File: config.mk
export PLATFORM = sky130hd
export DESIGN_NAME = cc1200_apb_cfg_sched_flat
export DESIGN_NICKNAME = d
export VERILOG_FILES = /design/src/rtl/cc1200_apb_cfg_sched_if.sv /design/src/rtl/cc1200_apb_cfg_sched.sv /design/src/flat_wrapper.sv
export SDC_FILE = /design/constraint.sdc
export NUM_CORES = 1
export LEC_CHECK = 0
export ABC_AREA = 1
export BUFFER_PORTS_ARGS = -buffer_cell sky130_fd_sc_hd__buf_2
export CORE_ASPECT_RATIO = 1.1
export CORE_MARGIN = 4
export CORE_UTILIZATION = 40
export DETAILED_ROUTE_END_ITERATION = 8
export HOLD_SLACK_MARGIN = 0.05
export PLACE_DENSITY = 0.67
export SLEW_MARGIN = 20
export SYNTH_ARGS = -nofsm -noshare
export SYNTH_HDL_FRONTEND = slang
export SYNTH_SLANG_ARGS = --single-unit
export TNS_END_PERCENT = 50
File: constraint.sdc
create_clock -name clk -period 3.66 [get_ports clk]
set_input_delay 0.366 -clock clk [delete_from_list [all_inputs] [get_ports clk]]
set_output_delay 0.366 -clock clk [all_outputs]
set_load 0.05 [all_outputs]
File: src/rtl/cc1200_apb_cfg_sched_if.sv
// cc1200_apb_cfg_sched_if: APB bus between the config scheduler (master) and CC1200SPI_Top (slave)
interface cc1200_apb_cfg_sched_if #(
  parameter int ADDR_W = 32,
  parameter int DATA_W = 32
);
  logic [ADDR_W-1:0] paddr;
  logic              psel, penable, pwrite, pready, pslverr;
  logic [DATA_W-1:0] pwdata, prdata;
  modport master(output paddr, psel, penable, pwrite, pwdata, input prdata, pready, pslverr);
  modport slave(input paddr, psel, penable, pwrite, pwdata, output prdata, pready, pslverr);
endinterface

File: src/rtl/cc1200_apb_cfg_sched.sv
// cc1200_apb_cfg_sched: APB master replaying the CC1200 boot table, then serving single host reads/writes (CFG_READBACK_EN adds boot readback verify)
module cc1200_apb_cfg_sched #(
  parameter int ADDR_W  = 32,
  parameter int DATA_W  = 32,
  parameter int TIMEOUT = 255,
  parameter int BOOT_N  = 4
) (
  input  logic              clk,
  input  logic              rst,
  input  logic              reboot,
  output logic              boot_done,
  output logic              boot_err,
  input  logic              req_valid,
  output logic              req_ready,
  input  logic              req_write,
  input  logic [ADDR_W-1:0] req_addr,
  input  logic [DATA_W-1:0] req_wdata,
  output logic              rsp_valid,
  output logic [DATA_W-1:0] rsp_rdata,
  output logic              rsp_err,
  cc1200_apb_cfg_sched_if.master m
);
  typedef enum logic [2:0] {S_RST, S_BSETUP, S_BACCESS, S_BRSETUP, S_BRACCESS, S_IDLE, S_SETUP, S_ACCESS} state_t;
  state_t            state_q, state_d;
  logic [1:0]        idx_q, idx_d;
  logic [7:0]        cnt_q, cnt_d;
  logic [ADDR_W-1:0] addr_q, addr_d, boot_addr;
  logic [DATA_W-1:0] wdata_q, wdata_d, rsp_rdata_q, rsp_rdata_d, boot_data;
  logic              write_q, write_d, boot_done_q, boot_done_d, boot_err_q, boot_err_d;
  logic              reboot_q, reboot_d, rsp_valid_q, rsp_valid_d, rsp_err_q, rsp_err_d;
  logic              acc, fin, fail, bad, last, boot_st;
  assign acc  = state_q inside {S_BACCESS, S_BRACCESS, S_ACCESS};
  assign fin  = acc && (m.pready || cnt_q == 8'(TIMEOUT - 1));
  assign fail = m.pslverr || !m.pready;
  assign bad  = fail || m.prdata != boot_data;
  assign last = idx_q == 2'(BOOT_N - 1);
  assign boot_st = state_q inside {S_BSETUP, S_BACCESS, S_BRSETUP, S_BRACCESS};
  // fixed boot table indexed by the current entry
  always_comb begin
    boot_addr = idx_q == 2'd0 ? ADDR_W'('h14) : idx_q == 2'd1 ? ADDR_W'('h24) : idx_q == 2'd2 ? ADDR_W'('h2C) : '0;
    boot_data = idx_q == 2'd0 ? DATA_W'('h4) : idx_q == 2'd3 ? DATA_W'('h2) : DATA_W'('h12);
  end
  // state register
  always_ff @(posedge clk or posedge rst) begin
    if (rst) state_q <= S_RST;
    else state_q <= state_d;
  end
  // datapath registers
  always_ff @(posedge clk or posedge rst) begin
    if (rst) begin
      idx_q <= '0;
      cnt_q <= '0;
      addr_q <= '0;
      wdata_q <= '0;
      write_q <= 1'b0;
      boot_done_q <= 1'b0;
      boot_err_q <= 1'b0;
      reboot_q <= 1'b0;
      rsp_valid_q <= 1'b0;
      rsp_rdata_q <= '0;
      rsp_err_q <= 1'b0;
    end else begin
      idx_q <= idx_d;
      cnt_q <= cnt_d;
      addr_q <= addr_d;
      wdata_q <= wdata_d;
      write_q <= write_d;
      boot_done_q <= boot_done_d;
      boot_err_q <= boot_err_d;
      reboot_q <= reboot_d;
      rsp_valid_q <= rsp_valid_d;
      rsp_rdata_q <= rsp_rdata_d;
      rsp_err_q <= rsp_err_d;
    end
  end
  // next state: boot sequencing, host arbitration, timeout and response capture
  always_comb begin
    state_d = state_q;
    idx_d = idx_q;
    cnt_d = acc && !fin ? cnt_q + 8'd1 : '0;
    addr_d = addr_q;
    wdata_d = wdata_q;
    write_d = write_q;
    boot_done_d = boot_done_q;
    boot_err_d = boot_err_q;
    reboot_d = reboot_q || reboot;
    rsp_valid_d = 1'b0;
    rsp_rdata_d = rsp_rdata_q;
    rsp_err_d = rsp_err_q;
    case (state_q)
      S_RST: state_d = S_BSETUP;
      S_BSETUP: state_d = S_BACCESS;
      S_BACCESS: if (fin) begin
`ifdef CFG_READBACK_EN
        state_d = fail ? S_IDLE : S_BRSETUP;
        boot_done_d = fail;
        boot_err_d = fail;
`else
        state_d = fail || last ? S_IDLE : S_BSETUP;
        idx_d = idx_q + 2'd1;
        boot_done_d = fail || last;
        boot_err_d = fail;
`endif
      end
      S_BRSETUP: state_d = S_BRACCESS;
      S_BRACCESS: if (fin) begin
        state_d = bad || last ? S_IDLE : S_BSETUP;
        idx_d = idx_q + 2'd1;
        boot_done_d = bad || last;
        boot_err_d = bad;
      end
      S_IDLE: if (reboot_q || reboot) begin
        state_d = S_BSETUP;
        idx_d = '0;
        boot_done_d = 1'b0;
        boot_err_d = 1'b0;
        reboot_d = 1'b0;
      end else if (req_valid && boot_done_q) begin
        state_d = S_SETUP;
        addr_d = req_addr;
        wdata_d = req_wdata;
        write_d = req_write;
      end
      S_SETUP: state_d = S_ACCESS;
      default: if (fin) begin
        state_d = S_IDLE;
        rsp_valid_d = 1'b1;
        rsp_err_d = fail;
        rsp_rdata_d = fail || write_q ? '0 : m.prdata;
      end
    endcase
  end
  // APB and host-side outputs decoded from the current state
  always_comb begin
    m.psel = boot_st || state_q inside {S_SETUP, S_ACCESS};
    m.penable = acc;
    m.pwrite = state_q inside {S_BSETUP, S_BACCESS} || (write_q && state_q inside {S_SETUP, S_ACCESS});
    m.paddr = !m.psel ? '0 : boot_st ? boot_addr : addr_q;
    m.pwdata = !m.pwrite ? '0 : boot_st ? boot_data : wdata_q;
    req_ready = state_q == S_IDLE && boot_done_q && !reboot_q && !reboot;
  end
  assign boot_done = boot_done_q;
  assign boot_err = boot_err_q;
  assign rsp_valid = rsp_valid_q;
  assign rsp_rdata = rsp_rdata_q;
  assign rsp_err = rsp_err_q;
endmodule
File: src/flat_wrapper.sv
// flat-port wrapper written by rule: the top's interface ports become plain ports
module cc1200_apb_cfg_sched_flat 
#(
  parameter int ADDR_W  = 32,
  parameter int DATA_W  = 32,
  parameter int TIMEOUT = 255,
  parameter int BOOT_N  = 4
)
  (clk, rst, reboot, boot_done, boot_err, req_valid, req_ready, req_write, req_addr, req_wdata, rsp_valid, rsp_rdata, rsp_err, m_paddr, m_psel, m_penable, m_pwrite, m_pwdata, m_prdata, m_pready, m_pslverr);
  cc1200_apb_cfg_sched_if #(.ADDR_W(ADDR_W), .DATA_W(DATA_W)) m_i ();
  input  logic clk;
  input  logic rst;
  input  logic reboot;
  output logic boot_done;
  output logic boot_err;
  input  logic req_valid;
  output logic req_ready;
  input  logic req_write;
  input  logic [ADDR_W-1:0] req_addr;
  input  logic [DATA_W-1:0] req_wdata;
  output logic rsp_valid;
  output logic [DATA_W-1:0] rsp_rdata;
  output logic rsp_err;
  output wire logic [$bits(m_i.paddr)-1:0] m_paddr;
  output wire logic [$bits(m_i.psel)-1:0] m_psel;
  output wire logic [$bits(m_i.penable)-1:0] m_penable;
  output wire logic [$bits(m_i.pwrite)-1:0] m_pwrite;
  output wire logic [$bits(m_i.pwdata)-1:0] m_pwdata;
  input wire logic [$bits(m_i.prdata)-1:0] m_prdata;
  input wire logic [$bits(m_i.pready)-1:0] m_pready;
  input wire logic [$bits(m_i.pslverr)-1:0] m_pslverr;
  assign m_paddr = m_i.paddr;
  assign m_psel = m_i.psel;
  assign m_penable = m_i.penable;
  assign m_pwrite = m_i.pwrite;
  assign m_pwdata = m_i.pwdata;
  assign m_i.prdata = m_prdata;
  assign m_i.pready = m_pready;
  assign m_i.pslverr = m_pslverr;
  cc1200_apb_cfg_sched #(.ADDR_W(ADDR_W), .DATA_W(DATA_W), .TIMEOUT(TIMEOUT), .BOOT_N(BOOT_N)) u_core (.clk(clk), .rst(rst), .reboot(reboot), .boot_done(boot_done), .boot_err(boot_err), .req_valid(req_valid), .req_ready(req_ready), .req_write(req_write), .req_addr(req_addr), .req_wdata(req_wdata), .rsp_valid(rsp_valid), .rsp_rdata(rsp_rdata), .rsp_err(rsp_err), .m(m_i));
endmodule
Word level (Yosys, flattened, before mapping)
Cells that the tools add are included.
- register bits after elaboration: 115
- logic and storage cells: 101
- bits of input ports: 103
- bitwise operators: 2
- eq/ne operators: 17
- add/subtract/negate cells: 2
- multiplexer cells: 32
- reduce and logical (&&, ||, !) cells: 36
- operator list (cell ; number):
    two-way mux 32 bit ; 8
    inequality test 32 bit ; 1
    two-way mux 3 bit ; 7
    case mux 3 bit (7 select lines) ; 1
    equality test 3 bit, second input constant ; 4
    logical OR 1 bit ; 9
    adder 8 x 1 -> 8 bit, second input constant ; 1
    equality test 8 bit, second input constant ; 1
    two-way mux 1 bit ; 8
    two-way mux 8 bit ; 1
    inequality test 2 x 1 -> 1 bit, second input constant ; 4
    AND reduction 4 bit ; 2
    logical AND 1 bit ; 7
    OR reduction 7 bit ; 1
    equality test 3 x 2 -> 1 bit, second input constant ; 2
    two-way mux 6 bit ; 1
    case mux 1 bit (3 select lines) ; 2
    AND reduction 3 bit ; 2
    nonzero test 2 bit ; 3
    nonzero test 3 bit ; 2
    nonzero test 6 bit ; 1
    two-way mux 5 bit ; 1
    equality test 2 bit, second input constant ; 2
    logical NOT 1 bit ; 4
    12 further kinds ; 14

Longest topological paths before layout
- depth after elaboration: 9
- mapped depth: 12
- gate-level depth less buffers: 12

Worst setup path before layout
OpenSTA, ideal clock, no wires.
- path type: register to output
- start: register u_core.state_q[2]
- end: output m_pwdata[28]
- cell stages (with the launch flop): 6
- setup slack: 1.330 ns
- path buffers: 1
- arrival: 1.964 ns
- required time: 3.294 ns
- cells stage by stage: dfrtp_1 inv_1 nand3_1 and3_1 clkbuf_1 nor3_1
- word-level cells in the longest chain between the ends: 5
- elaborated cells on any way between the ends: 13
- classes of those cells: eq/ne: 6; mux: 2; reduce/logical: 5
- RTL lines (what ; line ; RTL):
    from (decl) ; cc1200_apb_cfg_sched.sv:24 ; state_t state_q, state_d;
    from (signal assigned) ; cc1200_apb_cfg_sched.sv:46 ; else state_q <= state_d;
    equality test 3 bit ; cc1200_apb_cfg_sched.sv:137 ; m.pwrite = state_q inside {S_BSETUP, S_BACCESS} || (write_q && state_q inside {S_SETUP, S_ACCESS});
    nonzero test 2 bit ; cc1200_apb_cfg_sched.sv:137 ;
    logical AND 1 bit ; cc1200_apb_cfg_sched.sv:137 ;
    logical OR 1 bit ; cc1200_apb_cfg_sched.sv:137 ;
    two-way mux 32 bit (*) ; cc1200_apb_cfg_sched.sv:139 ; m.pwdata = !m.pwrite ? '0 : boot_st ? boot_data : wdata_q;
    to (decl) ; flat_wrapper.sv:28 ; output wire logic [$bits(m_i.pwdata)-1:0] m_pwdata;
Every way passes the cells marked *; elsewhere a longest branch is shown, timed or not.

Final worst setup path
- start: register u_core.state_q[0]
- end: output m_paddr[3]
- word-level cells in the longest chain between the ends: 4
- elaborated cells on any way between the ends: 11
- classes of those cells: eq/ne: 6; mux: 2; reduce/logical: 3
- RTL lines (what ; line ; RTL):
    equality test 3 x 1 -> 1 bit (tied with other cells) ; cc1200_apb_cfg_sched.sv:37 ; assign boot_st = state_q inside {S_BSETUP, S_BACCESS, S_BRSETUP, S_BRACCESS};
    nonzero test 4 bit / nonzero test 2 bit (equally long branches) ; cc1200_apb_cfg_sched.sv:37, cc1200_apb_cfg_sched.sv:135 ;
    two-way mux 32 bit / logical OR 1 bit (equally long branches) ; cc1200_apb_cfg_sched.sv:138, cc1200_apb_cfg_sched.sv:135 ;
    two-way mux 32 bit (*) ; cc1200_apb_cfg_sched.sv:138 ; m.paddr = !m.psel ? '0 : boot_st ? boot_addr : addr_q;
    to (decl) ; flat_wrapper.sv:24 ; output wire logic [$bits(m_i.paddr)-1:0] m_paddr;
Marks and branches as above.

==> metrics.md <==
| Metric | Value |
|---|---|
| Die W | `120 microns` |
| Ys flop type | `dfrtp_1` |
| Detail Route Antenna Nets | `0` |
| Post-synthesis sequential area ratio | `0.519` |
| Period utilization | `0.731` |
| Footprint of the multi-input gates | `0.00227 sq mm` |
| Synth top cells by count | `nand2_1 (137), nor2_1 (128), dfrtp_1 (115)` |
| Worst VDD drop | `0.571 mV` |
| Mapped Area | `0.00555 sq mm` |
| Setup CP Type | `reg2out` |
| Area growth from synthesis to final layout | `31.7%` |
| Average wire per standard cell | `about 14 microns` |
| Fill cell count | `1283` |
| Vias in the first global route | `approximately 4700` |
| Post-Synth Simple-Gate Area | `0.205` |
| Slew Limit Fails | `0` |
| Critical path's top delay family | `buffers and inverters` |
| Hpwl dp | `10200 microns` |
| RSZ-0062 raised after global routing | `false` |
| TritonRoute pass-1 iters | `4` |
| Total global routing overflow | `0` |
| Clk sinks | `115` |
| Clock buffer depth | `2` |
| Die height | `132 microns` |
| Worst setup EP type | `output pin` |
| Crit-path max cell delay | `0.41 ns` |
| Root Buffer | `clkbuf_16` |
| Io pins | `207` |
| Relative slew slack | `0.469` |
| Mapped Nets | `738` |
| Clock slew at reported path FFs | `0.05 ns` |
| Site Rows | `44` |
| Hold WS | `0.0909 ns` |
| Most frequent cell after synthesis | `nand2_1` |
| Hold-fix buffers at CTS | `0` |
| Synth area leaders | `dfrtp_1 (52%), nand2_1 (9.3%), nor2_1 (8.7%), mux2_4 (7.3%), a21oi_2 (4.9%)` |
| Postcts setup bufs | `0` |
| CP Launch Type | `flip-flop` |
| Via density | `4.57` |
| Mux contribution to synthesized area | `0.0791` |
| Leakage power | `just over 4 nW` |
| FFs w/ async S/R, synth | `1.00` |
| Fin. Hold Viols | `0` |
| Min Tclk post-route | `2.68 ns` |
| Post-synthesis register bit count | `around 120` |
| Final setup vio count | `0` |
| H-tree lvl count | `4` |
| Ys Warns | `0` |
| Max_cap viols | `0` |
| DRT iter0 DRCs | `174` |
| Final nets | `between 900 and 1000` |
| Worst Path Buf+Inv | `5` |
| CTS tree | `yes` |
| Clock skew | `0.00698 ns` |
| Overall routing resource usage | `0.180` |
| Yosys top cell by area | `dfrtp_1` |
| Synthesized area per cell | `8.82 sq um` |
| CP max FO | `31` |
| Critical Path RT | `around 3.3 ns` |
| Main combinational cell family by area after synthesis | `simple AND/OR/NAND/NOR gates` |
| Synth Area in Compound Gates | `0.105` |
| Initial antenna violation count | `1` |
| Post-CTS resize count | `0` |
| CTS buffer count | `17` |
| Largest net degree at the start of global routing | `82` |
| Hold Path Class | `in2async` |
| Clock Latency Late Sink | `0.41 ns` |
| Worst path slowest cell | `dfrtp_1` |
| XOR/XNOR Fraction of Synth Area | `0.00474` |
| Core area | `~0.013 sq mm` |
| Post-route DRC | `0` |
| Gpl congestion | `roughly 0.80` |
| Status | `finished clean` |
| PD cells | `863 mW/mm^2` |
| First-pass GRT wire length | `~23000 microns` |
| Fraction of layout cells with a size suffix above 1 | `0.372` |
| Reg2Reg Depth | `7` |
| Post-Route WL | `13900 microns` |
| Post-Syn Instances | `629` |
| Worst path cell trace | `inv_1 -> nand3_1 -> o21ai_1 -> inv_2 -> nand2_2 -> inv_2 -> o21ai_0 -> o21ai_1 -> inv_1 -> buf_2` |
| Post-synth EDFFs | `0` |
| Top cell type's share of synthesized area | `0.519` |
| Storage element area | `0.00288 sq mm` |
| Vias | `roughly 4700` |
| Worst Path Arrival | `2.31 ns` |
| Distinct cells, synth | `29` |
| Worst reg2reg path endpoint | `u_core.wdata_q[26]` |
| R2r startpoint | `u_core.state_q[0]` |
| Register-to-register setup slack | `1.45 ns` |
| Initial core utilization | `0.415` |
| IO buf count | `206` |
| Max frequency | `around 370 MHz` |
| Setup TNS | `0 ns` |
| Die area | `0.0158 sq mm` |
| Worst slew pin tran | `0.796 ns` |
| Post-synthesis adder-cell area fraction | `0.0135` |
cells by family (layout without fill, tap and decap cells):
| kind of cell | Yosys count | count (layout) |
|---|---|---|
| other | 0 | 1 |
| multiplexers | 30 | 30 |
| XOR/XNOR | 3 | 3 |
| buffers and inverters | 94 | 307 |
| flip-flops | 115 | 115 |
| AND/OR/NAND/NOR | 289 | 289 |
| adder cells (fa/ha/maj) | 6 | 6 |
| AO/OA/AOI/OAI | 92 | 92 |
metal layers:
metal	global-route usage	up-vias	wire length (microns)
li1	-	2367	-
met4	0.0718	2	335
met2	0.283	173	6240
met5	0	-	7
met3	0.0731	24	1320
met1	0.222	2125	6030
worst max-delay path by stage:
stage / startpoint / end / slack (ns) / cells after the start
after CTS: u_core.state_q[0] / m_paddr[3] / 0.97 / 10
after global placement: u_core.state_q[0] / m_paddr[3] / 1.44 / 10
after global routing: u_core.state_q[0] / m_pwdata[24] / 0.73 / 9
after floorplan: rst / u_core.addr_q[0] / 0.25 / 1
final: u_core.state_q[0] / m_paddr[3] / 0.98 / 10
after detailed placement: u_core.state_q[0] / m_pwdata[2] / 1.43 / 9
report_power, final:
part,leakage [nW],switching [W],internal [W]
Clock,0.290,0.000557,0.00110
Combinational,2.40,0.00214,0.000705
Sequential,1.40,0.000177,0.00162
registers in the layout, indices dropped and copies added, names as in the netlist:
signal / flops
u_core.wdata_q: 32
u_core.idx_q: 2
u_core.rsp_err: 1
u_core.cnt_q: 8
u_core.write_q: 1
u_core.rsp_valid: 1
u_core.reboot_q: 1
u_core.addr_q: 32
u_core.rsp_rdata: 32
u_core.state_q: 3
u_core.boot_err: 1
u_core.boot_done: 1
through the flow:
stage	area [sq um]	power (W)	setup WS, ns	instances	util
after detailed placement	6710	0.00469	1.43	995	0.501
final	7310	0.00631	0.984	1027	0.546
after CTS	7300	0.00638	0.966	1026	0.546
after floorplan	5550	0.00402	0.250	629	-
after global routing	7310	0.00667	0.732	1026	0.546
after global placement	6710	0.00468	1.44	995	0.501
cells in the final DEF (no fill, tap or decap), drive strengths merged:
| master | instances |
|---|---|
| clkbuf | 22 |
| xor2 | 2 |
| diode | 1 |
| nand2 | 140 |
| and3 | 2 |
| a21boi | 1 |
| nand3 | 9 |
| clkinvlp | 1 |
| clkinv | 5 |
| inv | 64 |
| nor3 | 5 |
| o211ai | 1 |
| bufinv | 3 |
| a21oi | 42 |
| nand4 | 2 |
| nor3b | 1 |
| o21ai | 48 |
| xnor2 | 1 |
| ha | 6 |
| nor2 | 130 |
| buf | 212 |
| mux2 | 30 |
| dfrtp | 115 |
cell type report:
| class | instances | area share |
|---|---|---|
| antenna | 1 | 0.000342 |
| tap | 184 | 0.0315 |
| clock buffer | 22 | 0.0635 |
| sequential | 115 | 0.394 |
| clock inverter | 9 | 0.0178 |
| multi-input combinational | 420 | 0.311 |
| timing repair buffer | 212 | 0.149 |
| inverter | 64 | 0.0336 |
(Power assumes the default switching activity.)
